## config.mk

```make
export PLATFORM = sky130hd
export DESIGN_NAME = pulse_req_scheduler
export DESIGN_NICKNAME = d
export VERILOG_FILES = /design/src/rtl/pulse_req_scheduler.sv
export SDC_FILE = /design/constraint.sdc
export NUM_CORES = 1
export LEC_CHECK = 0
export CAP_MARGIN = 30
export CORE_MARGIN = 2
export CORE_UTILIZATION = 30
export CTS_BUF_LIST = sky130_fd_sc_hd__clkbuf_4
export DETAILED_ROUTE_END_ITERATION = 8
export PLACE_DENSITY = 0.49
export SKIP_LAST_GASP = 1
export SYNTH_ARGS = -nofsm -noshare
export SYNTH_HDL_FRONTEND = slang
export SYNTH_SLANG_ARGS = --single-unit
```

## constraint.sdc

```tcl
create_clock -name clk_i -period 1.6 [get_ports clk_i]
set_input_delay 0.32 -clock clk_i [delete_from_list [all_inputs] [get_ports clk_i]]
set_output_delay 0.32 -clock clk_i [all_outputs]
set_load 0.01 [all_outputs]
```

## src/rtl/pulse_req_scheduler.sv

```systemverilog
// Round-robin scheduler: captures per-requester request pulses into pending
// flags and serializes them onto one shared transmitter using a start/done
// handshake with a done-timeout and a forced idle gap between transactions.
module pulse_req_scheduler #(
    parameter int unsigned N_REQ   = 4,
    parameter int unsigned TIMEOUT = 200,
    parameter int unsigned GAP_CYC = 2,
    localparam int unsigned IDW    = $clog2(N_REQ)
) (
    input  logic             clk_i,
    input  logic             rst_ni,
    input  logic             enable_i,
    input  logic [N_REQ-1:0] req_pulse_i,
    input  logic             tx_done_i,
    output logic             tx_start_o,
    output logic [IDW-1:0]   tx_sel_o,
    output logic             busy_o,
    output logic [N_REQ-1:0] pending_o,
    output logic [N_REQ-1:0] req_ovf_o,
    output logic             timeout_err_o
);

    typedef enum logic [1:0] {StIdle, StIssue, StWait, StGap} state_e;

    state_e           state_q, state_d;
    logic [N_REQ-1:0] pending_q, pending_d;
    logic [N_REQ-1:0] ovf_q, ovf_d;
    logic [N_REQ-1:0] clr;
    logic [IDW-1:0]   rr_q, rr_d;
    logic [IDW-1:0]   sel_q, sel_d;
    logic             start_q, start_d;
    logic             busy_q, busy_d;
    logic             tmo_q, tmo_d;
    logic [15:0]      wait_cnt_q, wait_cnt_d;
    logic [15:0]      gap_cnt_q, gap_cnt_d;
    logic [IDW-1:0]   cand_idx;
    logic [IDW-1:0]   win_idx;
    logic             win_found;

    // Round-robin winner: first pending bit after rr_q, wrapping.
    always_comb begin
        win_found = 1'b0;
        win_idx   = '0;
        cand_idx  = '0;
        for (int unsigned k = 1; k <= N_REQ; k++) begin
            cand_idx = IDW'((32'(rr_q) + k) % N_REQ);
            if (!win_found && pending_q[cand_idx]) begin
                win_found = 1'b1;
                win_idx   = cand_idx;
            end
        end
    end

    // Next-state, handshake and counter logic.
    always_comb begin
        state_d    = state_q;
        sel_d      = sel_q;
        rr_d       = rr_q;
        start_d    = 1'b0;
        tmo_d      = 1'b0;
        wait_cnt_d = wait_cnt_q;
        gap_cnt_d  = gap_cnt_q;
        clr        = '0;
        case (state_q)
            StIdle: begin
                if (enable_i && win_found) begin
                    state_d       = StIssue;
                    sel_d         = win_idx;
                    rr_d          = win_idx;
                    clr[win_idx]  = 1'b1;
                    start_d       = 1'b1;
                end
            end
            StIssue: begin
                state_d    = StWait;
                wait_cnt_d = '0;
            end
            StWait: begin
                // A done arriving on the expiry cycle still counts as success.
                if (tx_done_i || (wait_cnt_q == 16'(TIMEOUT - 1))) begin
                    state_d   = (GAP_CYC == 0) ? StIdle : StGap;
                    gap_cnt_d = '0;
                    tmo_d     = !tx_done_i;
                end else begin
                    wait_cnt_d = wait_cnt_q + 16'd1;
                end
            end
            StGap: begin
                if (gap_cnt_q == 16'(GAP_CYC - 1)) begin
                    state_d = StIdle;
                end else begin
                    gap_cnt_d = gap_cnt_q + 16'd1;
                end
            end
            default: state_d = StIdle;
        endcase
        // Set wins over the issue-clear; a pulse on an uncleared pending bit is dropped.
        pending_d = (pending_q & ~clr) | req_pulse_i;
        ovf_d     = req_pulse_i & pending_q & ~clr;
        busy_d    = (state_d != StIdle);
    end

    // State and output registers.
    always_ff @(posedge clk_i or negedge rst_ni) begin
        if (!rst_ni) begin
            state_q    <= StIdle;
            pending_q  <= '0;
            ovf_q      <= '0;
            rr_q       <= IDW'(N_REQ - 1);
            sel_q      <= '0;
            start_q    <= 1'b0;
            busy_q     <= 1'b0;
            tmo_q      <= 1'b0;
            wait_cnt_q <= '0;
            gap_cnt_q  <= '0;
        end else begin
            state_q    <= state_d;
            pending_q  <= pending_d;
            ovf_q      <= ovf_d;
            rr_q       <= rr_d;
            sel_q      <= sel_d;
            start_q    <= start_d;
            busy_q     <= busy_d;
            tmo_q      <= tmo_d;
            wait_cnt_q <= wait_cnt_d;
            gap_cnt_q  <= gap_cnt_d;
        end
    end

    assign tx_start_o    = start_q;
    assign tx_sel_o      = sel_q;
    assign busy_o        = busy_q;
    assign pending_o     = pending_q;
    assign req_ovf_o     = ovf_q;
    assign timeout_err_o = tmo_q;

endmodule

```

# Yosys cells after proc, flatten, opt, wreduce, memory -nomap -nowiden

Cells that the tools add are included.

Bits in registers: 49
Output and inout port bits: 13
Logic and storage cells: 85

Eq/ne operators: 8
Bitwise logic cells: 5
Order comparisons: 6
Reduce and logical (&&, ||, !) cells: 17
Multiplexer cells: 33
Add/subtract/negate cells: 6

Operators with widths:

| cell                                                | number |
|---|---|
| case mux 16 bit (2 select lines)                    | 2 |
| 2-to-1 mux 16 bit                                   | 3 |
| adder 16 x 1 -> 16 bit (second input constant)      | 2 |
| == test 16 x 1 -> 1 bit (second input constant)     | 1 |
| == test 16 x 8 -> 1 bit (second input constant)     | 1 |
| < comparator 2 x 3 -> 1 bit (second input constant) | 5 |
| 2-to-1 mux 2 bit                                    | 7 |
| 2-to-1 mux 1 bit                                    | 13 |
| bitwise AND 4 bit                                   | 3 |
| binary-select mux 1 bit (select 2 bit)              | 4 |
| 2-to-1 mux 4 bit                                    | 2 |
| case mux 2 bit (4 select lines)                     | 1 |
| inequality test 2 bit (second input constant)       | 3 |
| nonzero test 2 bit                                  | 3 |
| logical AND 1 bit                                   | 5 |
| adder 2 x 1 -> 2 bit (second input constant)        | 2 |
| adder 2 bit (second input constant)                 | 2 |
| == test 2 bit (second input constant)               | 2 |
| zero test 1 bit                                     | 4 |
| NOT 4 bit                                           | 1 |
| OR 4 bit                                            | 1 |
| AND reduction 2 bit                                 | 2 |
| AND reduction 3 bit                                 | 1 |
| demux 1 bit (select 2 bit)                          | 1 |
| 4 further kinds                                     | 4 |

# Depth between registers and ports, before layout

Gate-level depths: netlist (run 1).

Depth in word-level cells: 22
Mapped depth: 7

# Worst setup path after synthesis (run 1)

Ideal clock, no wire load.

Path kind: register to register
From: reg wait_cnt_q[0]
To: reg gap_cnt_q[9]
Required time: 1.529 ns
Arrival time: 1.446 ns
Cell stages (with the launch flop): 7
Setup slack: 0.082 ns
Buffers on the path: 1
Setup time: 0.071 ns
Period minus slack after synthesis: 1.518 ns
Path through: dfrtp_1 > ha_1 > nand4_1 > and4b_1 > o211a_1 > buf_4 > nor2_1

Word-level cells in the longest chain between the ends: 4

RTL lines:

| element                         | RTL line | source |
|---|---|---|
| start, declared                 | 34       | `logic [15:0] wait_cnt_q, wait_cnt_d;` |
| start signal, assigned          | 125      | `wait_cnt_q <= wait_cnt_d;` |
| == test 16 x 8 -> 1 bit         | 80       | `if (tx_done_i \|\| (wait_cnt_q == 16'(TIMEOUT - 1))) begin` |
| logical OR 1 bit                | 80       |  |
| inequality test 2 bit (no line) | -        |  |
| AND reduction 3 bit (no line)   | -        |  |
| end signal, assigned            | 126      | `gap_cnt_q <= gap_cnt_d;` |
| end, declared                   | 35       | `logic [15:0] gap_cnt_q, gap_cnt_d;` |

Every way passes these cells.
A chain may end at the register's enable or synchronous reset.

# Worst setup path after layout (run 1)

From: reg pending_q[1], in the netlist pending_o[1]
To: reg pending_q[1], in the netlist pending_o[1]

Word-level cells in the longest chain between the ends: 21
Elaborated cells on any way between the ends: 33

RTL lines:

| element                                | RTL line | source |
|---|---|---|
| start, declared                        | 26       | `logic [N_REQ-1:0] pending_q, pending_d;` |
| start signal, assigned                 | 118      | `pending_q <= pending_d;` |
| binary-select mux 1 bit (select 2 bit) | 47       | `if (!win_found && pending_q[cand_idx]) begin` |
| 2-to-1 mux 1 bit (implied by the code) | 47       |  |
| 2-to-1 mux 1 bit                       | 47       |  |
| zero test 1 bit                        | 47       |  |
| logical AND 1 bit                      | 47       |  |
| 2-to-1 mux 1 bit                       | 47       |  |
| zero test 1 bit                        | 47       |  |
| logical AND 1 bit                      | 47       |  |
| [... 6 more ...]                       | -        |  |
| 2-to-1 mux 1 bit (implied by the code) | 70       | `clr[win_idx] = 1'b1;` |
| demux 1 bit (select 2 bit)             | 70       |  |
| 2-to-1 mux 4 bit                       | 66       | `if (enable_i && win_found) begin` |
| 2-to-1 mux 4 bit                       | 64       | `case (state_q)` |
| NOT 4 bit                              | 98       | `pending_d = (pending_q & ~clr) \| req_pulse_i;` |
| bitwise AND 4 bit *                    | 98       |  |
| OR 4 bit *                             | 98       |  |
| named net pending_d[1]                 | 26       |  |

Mark *: on every way through the listed nets, which the timed path passes. The rest lies on a longest branch. The select of a mux whose other input is x is not followed.

==> flow_summary.toml, run 1 <==
[power]
p_leak_nw = 1.46
p_per_area_nw_per_um2 = 1120
peakVddDrop_uv = 552

[worst_setup_path]
worst-path-max-fanout = 4
reg2reg_from = "pending_o[1]"
reg2regPathDepth = 7
start_kind = "flip-flop"
cp.required_ns = 1.86
crit_path_end = "pending_o[1]"
cpMostUsedCell = "buf_4"
critical-path-slowest-cell = "or3b_2"
cpPeakStageDelay_ns = 0.45
critical_path_class = "flip-flop to flip-flop"
crit_start = "pending_o[1]"
worst_setup_path_end_kind = "flip-flop"
reg2reg_setup_slack_ns = -0.01
path_cells = "buf_4, or3b_2, o221ai_2, nand3_1, buf_4, o21ai_2, nand2_1"
cp.arrival_ns = 1.87
r2r-end = "pending_o[1]"

[placement]
placed_cell_area_um2 = 2810
post-place-cells = 375
portBuffers = 20
dpl.hpwl_um = 3350
finalWeightedCongestion = 0.777

[global_route]
met1_usage_pct = 17.6
grt_use_total_pct = 12.3
grt-ovfl-total = 0
grt_util_met2_pct = 18.3
met3_usage_pct = 2.93
grt_pass1_wl_um = 8360
grt.busiest_layer = "met2"
grt_pass1_vias = 1725
antenna_found_initial = 0
grt_max_degree = 42

[clock_network]
root_buffer = "clkbuf_4"
clockBufferDepth = 2
clk_latency_ns = 0.36
cts-buffers-inserted = 5
clkSinkCount = 49
htree_num_levels = 2
clk_pin_slew_worst_paths_ns = 0.15
cts_tree = "done"

[synthesis]
syn_area_um2 = 2340
async_flop_share_pct = 100
syn_nets = 247
ys_ff_latch = 49
synth_edf_count = 0
synth_cell_types = 41
syn_inst = 236
seq_area_frac_synth_pct = 52.5
syn_area_per_cell_um2 = 9.91
ys_warn_count = 0
synth-main-ff-cell = "dfrtp_1"

[timing]
worst_slew_pin_slew_ns = 0.382
fin_crit_ns = 1.61
final.setup_skew_ns = 0.0138
relSlewSlack_pct = 74.6
drv_slew = 0
setup_viol = 2
clock.fmax_ghz = 0.621
setup_ws_ns = -0.0105
rsz0062_at_grt = "yes"
finalCritPeriodShare_pct = 101
hold_violations = 0

[routing]
vias_per_cell = 4.54
drt-total-wl_um = 4750
via_count = 1790
dr.first_iter.drc_count = 72
wl_per_cell_um = 12.1
drc_errors = 0
ant_nets = 0
dr.pass1.iters = 4

[worst_hold_path]
hold_path_class = "input pin to asynchronous set/reset pin"

[layout]
final_cells = 394
fin_area_um2 = 3070
drive_above_1_share_pct = 24.7
antenna_cells = 0
syn2layout_area_growth_pct = 31.3
nNetsFinal = 302

[floorplanning]
initial_core_util_pct = 30.6
die_area_um2 = 8520
die_w_um = 92.3
core_um2 = 7650
io_pins = 21
rows = 32
die_y_um = 92.3

[outcome]
outcome = "finished, violations left"
violations = "setup timing"

[flow_run]
maxCapViolations = 0
cell usage after synthesis (3+ instances only):
cell	n	area, um2
xnor2_1	4	35.0
ha_1	3	37.5
and4_1	5	43.8
dfrtp_1	47	1180
nor4_1	5	31.3
nor2_1	33	124
o21ai_0	13	65.1
buf_4	3	22.5
inv_1	10	37.5
nand3_1	11	55.1
a21oi_1	3	15.0
nand2_1	30	113
mux2i_1	4	40.0
nand4_1	11	68.8
xor2_1	18	158
or3_1	3	18.8
power by group:
part,leakage [nW],internal (mW),switching (mW),total [mW]
Combinational,0.792,0.551,0.555,1.11
Clock,0.0433,0.343,0.387,0.730
Sequential,0.624,1.43,0.182,1.61
Total,1.46,2.32,1.12,3.45
state kept, by name (all words and copies together) (netlist names):
signal / count
timeout_err_o: 1
wait_cnt_q: 16
state_q: 2
tx_start_o: 1
tx_sel_o: 2
gap_cnt_q: 16
rr_q: 2
req_ovf_o: 4
pending_o: 4
busy_o: 1
layout make-up:
| class | instances | area, um2 |
|---|---|---|
| repair buffers | 53 | 472 |
| well taps | 102 | 128 |
| clock buffers | 6 | 45.0 |
| multi-input cells | 172 | 1120 |
| fillers | 762 | 4580 |
| inverters | 10 | 37.5 |
| flip-flops and latches | 49 | 1230 |
| clock inverters | 2 | 33.8 |
placed cells by master (no fill, tap or decap), drive strengths merged, types with 2 or more instances in the layout:
| cell | netlist | layout |
|---|---|---|
| nor2 | 35 | 35 |
| or2 | 2 | 2 |
| ha | 3 | 3 |
| and3 | 2 | 2 |
| xnor2 | 4 | 4 |
| clkbuf | 1 | 6 |
| nand2 | 30 | 30 |
| xor2 | 18 | 18 |
| and4 | 5 | 5 |
| inv | 10 | 10 |
| nor3b | 3 | 3 |
| dfrtp | 47 | 47 |
| a21oi | 3 | 3 |
| nor4 | 6 | 6 |
| or3 | 3 | 3 |
| dfstp | 2 | 2 |
| nor2b | 3 | 3 |
| nand4 | 12 | 12 |
| mux2i | 4 | 4 |
| dlygate4sd2 | 0 | 7 |
| buf | 4 | 33 |
| and2 | 2 | 2 |
| nand3b | 2 | 2 |
| nand3 | 12 | 12 |
| clkdlybuf4s50 | 0 | 6 |
| o21ai | 13 | 13 |
| dlymetal6s2s | 0 | 6 |
per-layer routing:
metal	up-vias	routed length (um)
li1	921	-
met1	847	2510
met2	20	2070
met3	2	144
met4	0	31
met5	-	0
logic make-up (layout without fill, tap and decap cells):
logic type               count (synthesis)  count (layout)  share of synthesized area, %
AO/OA/AOI/OAI                           21              21                          5.24
XOR/XNOR                                22              22                          8.24
adder cells (fa/ha/maj)                  3               3                          1.60
buffers and inverters                   15              71                          2.94
flip-flops                              49              49                          52.5
multiplexers                             4               4                          1.71
AND/OR/NAND/NOR                        122             122                          27.8
worst min-delay path by stage:
| stage | from | endpoint | cells after the start |
|---|---|---|---|
| final | rst_ni | wait_cnt_q[6] | 2 |
| after global routing | rst_ni | wait_cnt_q[0] | 2 |
| after CTS | rst_ni | wait_cnt_q[6] | 2 |
| after detailed placement | rst_ni | wait_cnt_q[8] | 1 |
| after global placement | rst_ni | wait_cnt_q[8] | 1 |
| after floorplan | rst_ni | busy_o | 0 |
metrics by stage:
| step | total power, mW | hold WS [ns] | worst slack (ns) | TNS, ns | utilization [%] |
|---|---|---|---|---|---|
| 2_1_floorplan | 2.18 | 0.0244 | 0.0823 | 0 | - |
| 3_3_place_gp | 2.60 | 0.200 | -0.200 | -2.53 | 36.7 |
| 3_5_place_dp | 2.59 | 0.201 | -0.289 | -3.54 | 36.7 |
| 4_1_cts | 3.36 | 0.329 | -0.104 | -0.189 | 38.5 |
| 5_1_grt | 3.70 | 0.339 | -0.0973 | -0.748 | 40.2 |
| 6_report | 3.45 | 0.327 | -0.0105 | -0.0126 | 40.2 |
worst max-delay path: cells and delay by family, from the launching register on:
kind            cells  cell delay [ns]
flops               1             0.37
simple gates        3             0.66
compound gates      2             0.21
buf+inv             2             0.28
what timing repair did:
item                                   CTS  global route
gates resized for setup                 13            30
endpoints found under the hold margin    8             0
buffers inserted                         5             5
pin swaps                                3             5
setup endpoints to repair               30            47
hold buffers                             1             0
No activity file was read; power rests on OpenSTA's default activity.
==> inputs of run 2 (changes only) <==
--- a/config.mk
+++ b/config.mk
@@ -11,6 +11,7 @@
 export CTS_BUF_LIST = sky130_fd_sc_hd__clkbuf_4
 export DETAILED_ROUTE_END_ITERATION = 8
 export PLACE_DENSITY = 0.49
+export REMOVE_ABC_BUFFERS = 1
 export SKIP_LAST_GASP = 1
 export SYNTH_ARGS = -nofsm -noshare
 export SYNTH_HDL_FRONTEND = slang
==> constraint.sdc (replaced) <==
create_clock -name clk_i -period 1.6 [get_ports clk_i]
set_input_delay 0.32 -clock clk_i [delete_from_list [all_inputs] [get_ports clk_i]]
set_output_delay 0.32 -clock clk_i [all_outputs]
set_load 0.1 [all_outputs]
==> flow_summary.toml, run 2 (synthesis gave the netlist of run 1 again) <==
[layout]
nFillCells = 756
seq_area_um2 = 1230
drive_above_1_share_pct = 30.3
multiInputGateArea_um2 = 1140
final_cell_mix = "43 x dfrtp_1, 30 x nand2_1, 26 x nor2_1, 24 x buf_4, 18 x xor2_1"
final_cells = 389
mostFrequentLayoutCell = "dfrtp_1"
nNetsFinal = 297
largest_registers = "gap_cnt_q (16), wait_cnt_q (16)"
antenna_cells = 0
syn2layout_area_growth_pct = 35.1
fin_area_um2 = 3160

[power]
combPwrFrac_pct = 39.4
internal_power_mw = 2.24
seq_power_share_pct = 44.5
peakVddDrop_uv = 1280
clockPowerShare_pct = 16.1
p_leak_nw = 1.43
p_per_area_nw_per_um2 = 1180
power.switching_mw = 1.49
switching_share_pct = 39.8

[worst_setup_path]
cpPeakStageDelay_ns = 0.42
crit_start = "wait_cnt_q[0]"
reg2reg_setup_slack_ns = 0.04
path_cells = "ha_2, nand4_1, and4b_2, o211a_4, buf_8, nor2_1"
critical_path_class = "flip-flop to flip-flop"
reg2reg_from = "wait_cnt_q[0]"
worst_setup_path_end_kind = "flip-flop"
r2r-end = "gap_cnt_q[3]"
cp.arrival_ns = 1.87
worst-path-max-fanout = 7
crit_path_end = "gap_cnt_q[3]"
critical-path-slowest-cell = "dfrtp_1"
reg2regPathDepth = 6
cp.required_ns = 1.91
start_kind = "flip-flop"

[timing]
finalCritPeriodShare_pct = 97.6
drv_slew = 0
setup_ws_ns = 0.0380
clock.fmax_ghz = 0.640
hold_ws_ns = 0.437
hold_violations = 0
setup_viol = 0
rsz0062_at_grt = "yes"
setup-tns-final_ns = 0
relSlewSlack_pct = 78.5
worst_slew_pin_slew_ns = 0.319
final.setup_skew_ns = 0.0111
fin_crit_ns = 1.56

[routing]
ant_nets = 0
drt-total-wl_um = 4920
via_count = 1798
wl_per_cell_um = 12.6
dr.pass1.iters = 4
vias_per_cell = 4.62
dr.first_iter.drc_count = 75
drc_errors = 0

[clock_network]
cts_tree = "done"
htree_num_levels = 2
clkSinkCount = 49
clk_pin_slew_worst_paths_ns = 0.15
cts-buffers-inserted = 5
root_buffer = "clkbuf_4"
clk_latency_ns = 0.37
clockBufferDepth = 2

[floorplanning]
rows = 32
io_pins = 21
initial_core_util_pct = 30.6
die_y_um = 92.3
die_w_um = 92.3
core_um2 = 7650
die_area_um2 = 8520

[global_route]
grt_pass1_wl_um = 8430
grt_max_degree = 50
grt_pass1_vias = 1787
grt_use_total_pct = 12.5
antenna_found_initial = 0
grt-ovfl-total = 0

[placement]
post-place-cells = 379
portBuffers = 20
place_ws_ns = -0.200
finalWeightedCongestion = 0.775
placed_cell_area_um2 = 2970
dpl.hpwl_um = 3460

[worst_hold_path]
hold_path_class = "input pin to asynchronous set/reset pin"

[flow_run]
maxCapViolations = 0

[outcome]
outcome = "finished, final reports clean"
run 2: cell types whose count changed in the layout (fill, tap and decap cells not counted), sizes merged:
cell,before,now
dlymetal6s2s,6,0
bufinv,1,0
dlygate4sd2,7,0
inv,10,11
buf,33,41
run 2: worst min path at each step:
| stage | end | cells after the start |
|---|---|---|
| after floorplan | busy_o | 0 |
| after global placement | wait_cnt_q[14] | 2 |
| after detailed placement | wait_cnt_q[15] | 2 |
| after CTS | wait_cnt_q[0] | 3 |
| after global routing | wait_cnt_q[15] | 3 |
| final | wait_cnt_q[0] | 3 |
run 2: stage by stage:
step	power [mW]	utilization (%)
6_report	3.73	41.3
5_1_grt	3.98	41.3
4_1_cts	3.71	40.0
3_5_place_dp	3.05	38.8
3_3_place_gp	3.04	38.8
2_1_floorplan	2.44	-
run 2: area by class of cell:
cell class / instances / area share, %
tap: 102 / 4.04
multi-input combinational: 172 / 36.1
clock inverter: 2 / 0.435
timing repair buffer: 48 / 17.8
sequential: 49 / 39.0
inverter: 10 / 1.19
clock buffer: 6 / 1.42
run 2: power groups by stage:
stage	sequential, mW	combinational [mW]	clock [mW]
global route	1.69	1.60	0.683
detailed placement	1.67	1.37	0
finish	1.66	1.47	0.599
CTS	1.65	1.41	0.642
floorplan	1.93	0.509	0
global placement	1.67	1.36	0
run 2: critical path, delay by kind of cell (launching register included):
family / cells / cell delay (ns)
buf+inv: 1 / 0.15
simple gates: 3 / 0.46
fa+ha+maj: 1 / 0.19
flops: 1 / 0.42
compound gates: 1 / 0.30
run 2: routing by layer:
metal  up-vias  GRT usage, %  share of wire [%]
met4         0          4.10                1.4
met2        31          19.0                 45
li1        914             -                  -
met1       847          17.2                 50
met5         -             0                  0
met3         6          3.50                4.2
run 2: repair_timing:
item	in CTS	in global routing
setup endpoints to repair	22	35
pin swaps	0	12
resized for setup	6	32
setup buffers	0	1
endpoints found under the hold margin	47	0
hold buffers	1	0
